--- src/rtl/mseq_gen.sv ---
// Maximal-length LFSR generator with runtime seed/taps, frame reload and zero-lock recovery.
// Define MSEQ_PACK_EN to build the MSB-first byte packer; otherwise data/data_valid are tied low.
module mseq_gen #(
  parameter int unsigned      WIDTH     = 5,
  parameter logic [WIDTH-1:0] SEED      = WIDTH'(5'b10101),
  parameter logic [WIDTH-1:0] TAPS      = WIDTH'(5'b11101),
  parameter int unsigned      FRAME_LEN = 32
) (
  input  logic             CLK_50MHZ,
  input  logic             rst,
  input  logic             en,
  input  logic             load,
  input  logic [WIDTH-1:0] seed_in,
  input  logic [WIDTH-1:0] taps_in,
  output logic             out_fun,
  output logic [WIDTH-1:0] state,
  output logic             frame_start,
  output logic [7:0]       data,
  output logic             data_valid,
  output logic             lock_err,
  output logic             sclk
);

  localparam int unsigned FCNT_W    = (FRAME_LEN == 0) ? 1 : $clog2(FRAME_LEN + 1);
  localparam int unsigned FCNT_LAST = (FRAME_LEN == 0) ? 0 : FRAME_LEN - 1;
  localparam bit          RELOAD_EN = (FRAME_LEN != 0);

  logic [WIDTH-1:0]  state_q, state_d;
  logic [WIDTH-1:0]  seed_q, seed_d;
  logic [WIDTH-1:0]  taps_q, taps_d;
  logic [FCNT_W-1:0] fcnt_q, fcnt_d;
  logic              fs_q, fs_d;
  logic              lock_q, lock_d;
  logic              fb_c;
  logic              frame_end_c;

  assign fb_c        = ^(state_q & taps_q);
  assign frame_end_c = RELOAD_EN && (fcnt_q == FCNT_W'(FCNT_LAST));

  // Priority: load > lock recovery > frame reload > shift > hold
  always_comb begin
    state_d = state_q;
    seed_d  = seed_q;
    taps_d  = taps_q;
    fcnt_d  = fcnt_q;
    fs_d    = 1'b0;
    lock_d  = lock_q;
    if (load) begin
      seed_d  = seed_in;
      taps_d  = taps_in;
      state_d = seed_in;
      fcnt_d  = '0;
      lock_d  = 1'b0;
    end else if (en) begin
      if (state_q == '0) begin
        state_d = SEED;
        lock_d  = 1'b1;
      end else if (frame_end_c) begin
        state_d = seed_q;
        fcnt_d  = '0;
        fs_d    = 1'b1;
      end else begin
        state_d = {state_q[WIDTH-2:0], fb_c};
        fcnt_d  = fcnt_q + FCNT_W'(1);
      end
    end
  end

  always_ff @(posedge CLK_50MHZ) begin
    if (rst) begin
      state_q <= SEED;
      seed_q  <= SEED;
      taps_q  <= TAPS;
      fcnt_q  <= '0;
      fs_q    <= 1'b0;
      lock_q  <= 1'b0;
    end else begin
      state_q <= state_d;
      seed_q  <= seed_d;
      taps_q  <= taps_d;
      fcnt_q  <= fcnt_d;
      fs_q    <= fs_d;
      lock_q  <= lock_d;
    end
  end

  assign state       = state_q;
  assign out_fun     = state_q[WIDTH-1];
  assign frame_start = fs_q;
  assign lock_err    = lock_q;
  assign sclk        = CLK_50MHZ;

`ifdef MSEQ_PACK_EN
  // Only the 7 newest bits are kept; the byte completes with the live out_fun bit.
  logic [6:0] sh_q, sh_d;
  logic [7:0] data_q, data_d;
  logic [2:0] bcnt_q, bcnt_d;
  logic       dv_q, dv_d;
  logic       take_c;
  logic       restart_c;

  assign take_c    = !load && en && (state_q != '0);
  assign restart_c = load || (take_c && frame_end_c);

  always_comb begin
    sh_d   = sh_q;
    data_d = data_q;
    bcnt_d = bcnt_q;
    dv_d   = 1'b0;
    if (take_c) begin
      sh_d   = {sh_q[5:0], out_fun};
      bcnt_d = bcnt_q + 3'd1;
      if (bcnt_q == 3'd7) begin
        data_d = {sh_q, out_fun};
        dv_d   = 1'b1;
      end
    end
    if (restart_c) begin
      bcnt_d = '0;
    end
  end

  always_ff @(posedge CLK_50MHZ) begin
    if (rst) begin
      sh_q   <= '0;
      data_q <= '0;
      bcnt_q <= '0;
      dv_q   <= 1'b0;
    end else begin
      sh_q   <= sh_d;
      data_q <= data_d;
      bcnt_q <= bcnt_d;
      dv_q   <= dv_d;
    end
  end

  assign data       = data_q;
  assign data_valid = dv_q;
`else
  assign data       = 8'h00;
  assign data_valid = 1'b0;
`endif

endmodule

--- config.mk ---
export PLATFORM = sky130hd
export DESIGN_NAME = mseq_gen
export DESIGN_NICKNAME = d
export VERILOG_FILES = /design/src/rtl/mseq_gen.sv
export SDC_FILE = /design/constraint.sdc
export NUM_CORES = 1
export LEC_CHECK = 0
export BUFFER_PORTS_ARGS = -buffer_cell sky130_fd_sc_hd__buf_2
export CORE_ASPECT_RATIO = 0.8
export CORE_UTILIZATION = 30
export DETAILED_ROUTE_END_ITERATION = 16
export MAX_ROUTING_LAYER = met4
export PLACE_DENSITY = 0.61
export REMOVE_ABC_BUFFERS = 1
export SLEW_MARGIN = 15
export SYNTH_ARGS = -nofsm -noshare
export SYNTH_HDL_FRONTEND = slang
export SYNTH_SLANG_ARGS = --single-unit
--- constraint.sdc ---
create_clock -name CLK_50MHZ -period 2.1 [get_ports CLK_50MHZ]
set_input_delay 0.105 -clock CLK_50MHZ [delete_from_list [all_inputs] [get_ports CLK_50MHZ]]
set_output_delay 0.105 -clock CLK_50MHZ [all_outputs]
set_load 0.01 [all_outputs]
# Word-level counts from Yosys, hierarchy flattened
# Cells that the tools add are included.
# classes
add_sub_neg	1
eq_ne	1
mux	6
bitwise	3
reduce_logical	7
# ops
op	count
$mux W5	4
$add A6 B1 Y6 const B	1
$eq A6 B5 Y1 const B	1
$mux W6	1
$and A5 B5 Y5	1
$logic_not A5 Y1	1
$reduce_xor A5 Y1	1
$reduce_and A2 Y1	2
$reduce_or A4 Y1	1
$not A1 Y1	2
$reduce_bool A2 Y1	1
$reduce_or A2 Y1	1
$mux W1	1
# totals
reg_bits	23
input_bits	14

# Depth between registers and ports, before layout
# logic_depth
ltp_word	6
mapped_depth	6
mapped_depth_nobuf	6

==> results.md <==
- Status: complete, no violations
- VDD IR-drop max: approximately 0.4 mV
- Final Slew Violations: 0
- Critical R2R Launch: fcnt_q[0]
- First DRT Iteration DRCs: 31
- Startpoint Class: register
- Port bufs: 22
- Chip Height: 56.7 um
- Nets@finish: about 170
- Internal reg-to-reg setup slack: ~270 ps
- Clock Latency Late Sink: ~360 ps
- CP delay by family, top: simple AND/OR/NAND/NOR gates
- Fin Setup TNS: 0 ps
- Final HPWL from detailed placement: around 1600 um
- Commonest non-fill, non-tap cell in the layout: dfxtp_1
- Worst Hold Depth: 3
- Critical Path Sink: state[3]
- Number of synthesized flops with an enable pin: 0
- Starting density of the core: 0.322
- Fmax: about 550 MHz
- Post-Syn Area: around 1100 um^2
- Total Power: around 1.1 mW
- Slowest CP cell: dfxtp_1
- Vias in the first global route: between 800 and 900
- Die Wd: 70.4 um
- Crit path kind: reg -> reg
- Worst setup EP type: register
- All-Layer GR Usage: 0.121
- Synth area leader: dfxtp_1
- FF-to-FF End: state[3]
- Synth area leaders: dfxtp_1 (41%), buf_4 (7.3%), nor2_1 (5.0%), mux2i_1 (4.5%), nand2_1 (4.0%)
- Final worst-path cycle share: 0.873
- DR WL/cell: about 11 um
- R2r worst-path depth: 6
- Yosys top cell area share: 0.410
- Leak Pwr: about 0.60 nW
- Largest net degree at the start of global routing: 30
- Worst slew pin tran: around 520 ps
- DR vias: around 910
- Crit path cell chain: ha_1, nand2_1, nor3_4, mux2_2, a222oi_1, nor2_1
- Seq/Total Area, Yosys: 0.410
- Endpoints failing setup: 0
- Row count: 19
- Crit path from: fcnt_q[0]
- Hold buffer count at cts: 8
- Cell variety after synth: 36
- Instance count on the critical path: 6
- Via density: 4.67
- Max-slew headroom: 0.652
- Post CTS Setup Buffer Count: 0
- Clk_skew: around 0.94 ps
- Multi-input combinational cell area: between 500 and 600 um^2
- First-pass GRT wire length: between 3000 and 4000 um
- Hold_ws: 5.18 ps
- Post-Syn Area per Cell: 9.13 um^2
- Final Util: 0.395
- Async SR Flop Fraction: 0
- Min cycle time layout: between 1500 and 2000 ps
- CTS clock-pin slew for the worst setup and hold paths: approximately 80 ps
- Ys flop type: dfxtp_1
- Power per standard cell area: around 770 nW/um^2
- Buffers and inverters on the worst path: 0
- Initial antenna violation count: 0
- Seq. cell area: 460 um^2
- I/O pin cnt: 32
- GP Congestion: 0.795
- Fillers: 340
- Unrepaired setup endpoints after global routing: false
- WP data arrival: approximately 2100 ps
- FF+latch count, synth: 23
- Max-Cap Viols: 0
- Diode count: 0
- First-pass iteration count of the detailed router: 4
- Critical Path RT: around 2300 ps
- Area grow syn2layout: 22.9%
- Final wirelength: 2150 um
- Mapped Cells: roughly 120
- CORE AREA: ~3500 um^2
- Largest fanout on the critical path: 7
- Ys Warns: 0
- Most frequent cells in the layout: dfxtp_1 (23), buf_2 (22), nor2_1 (15)
- CTS tree: done
- Post-CTS Resized: 0
- CP max stage delay: 380 ps
- Layout cells sized above 1: 0.250
- DIE AREA: 4000 um^2
- DRC errors left: 0
- Min-Delay Path Class: in -> reg
- Final Hold Violating Endpoints: 0
- Total grt overflow: 0
- Post-DRT Antenna Nets: 0
## per-stage QoR
stage	instances	worst slack [ps]	cell area, um^2
finish	194	266	1380
global route	194	158	1380
CTS	194	263	1380
detailed placement	179	281	1210
global placement	179	356	1210
floorplan	115	429	1050
## cell type report
| class | count | share of cell area |
|---|---|---|
| clock buffer | 7 | 0.0634 |
| multi-input combinational | 90 | 0.422 |
| clock inverter | 1 | 0.00362 |
| sequential | 23 | 0.333 |
| timing repair buffer | 29 | 0.134 |
| inverter | 2 | 0.00543 |
| tap | 42 | 0.0380 |
## routing by layer
metal,routed length (um),GRT usage
met3,123,0.0449
met2,876,0.165
met5,0,-
met4,15,0.0543
met1,1130,0.157
## cells in the mapped netlist (2+ instances only)
cell type / n
inv_1: 2
a21oi_1: 5
xor2_1: 3
buf_4: 11
mux2_2: 2
mux2i_1: 5
xnor2_1: 3
nor2b_1: 4
dfxtp_1: 23
nor3_1: 5
nor2_1: 15
a211o_1: 4
nand2_1: 12
a222oi_1: 2
o21ai_0: 4
clkbuf_1: 3
## worst min-delay path by stage
| stage | startpoint | endpoint | slack [ps] |
|---|---|---|---|
| after floorplan | CLK_50MHZ | sclk | 110 |
| after global placement | CLK_50MHZ | sclk | 210 |
| after detailed placement | CLK_50MHZ | sclk | 210 |
| after CTS | seed_in[1] | seed_q[1] | 3 |
| after global routing | seed_in[1] | seed_q[1] | 20 |
| final | seed_in[1] | seed_q[1] | 5 |
## logic make-up after synthesis
kind of cell               share of synthesized area
other                                        0.00334
DFF                                            0.410
and+or+nand+nor                                0.194
AOI/OAI and AO/OA                              0.143
muxes                                         0.0746
adders and majority gates                     0.0111
buffers and inverters                         0.0980
xor gates and xnor gates                      0.0668
## flip-flops by register name, summed over array words and instances (netlist names)
name         flops
fcnt_q           6
frame_start      1
lock_err         1
seed_q           5
state            5
taps_q           5
## power by group
group | switching [mW] | internal, mW | leakage [nW] | total, mW
combinational | 0.0703 | 0.0754 | 0.361 | 0.146
sequential | 0.0219 | 0.458 | 0.190 | 0.480
clock | 0.169 | 0.266 | 0.0510 | 0.435
## worst min-delay path, cell delays in order
cell and delay, ps:
buf_2 90, mux2i_1 60, nor2_1 70
No activity file was read; power rests on OpenSTA's default activity.
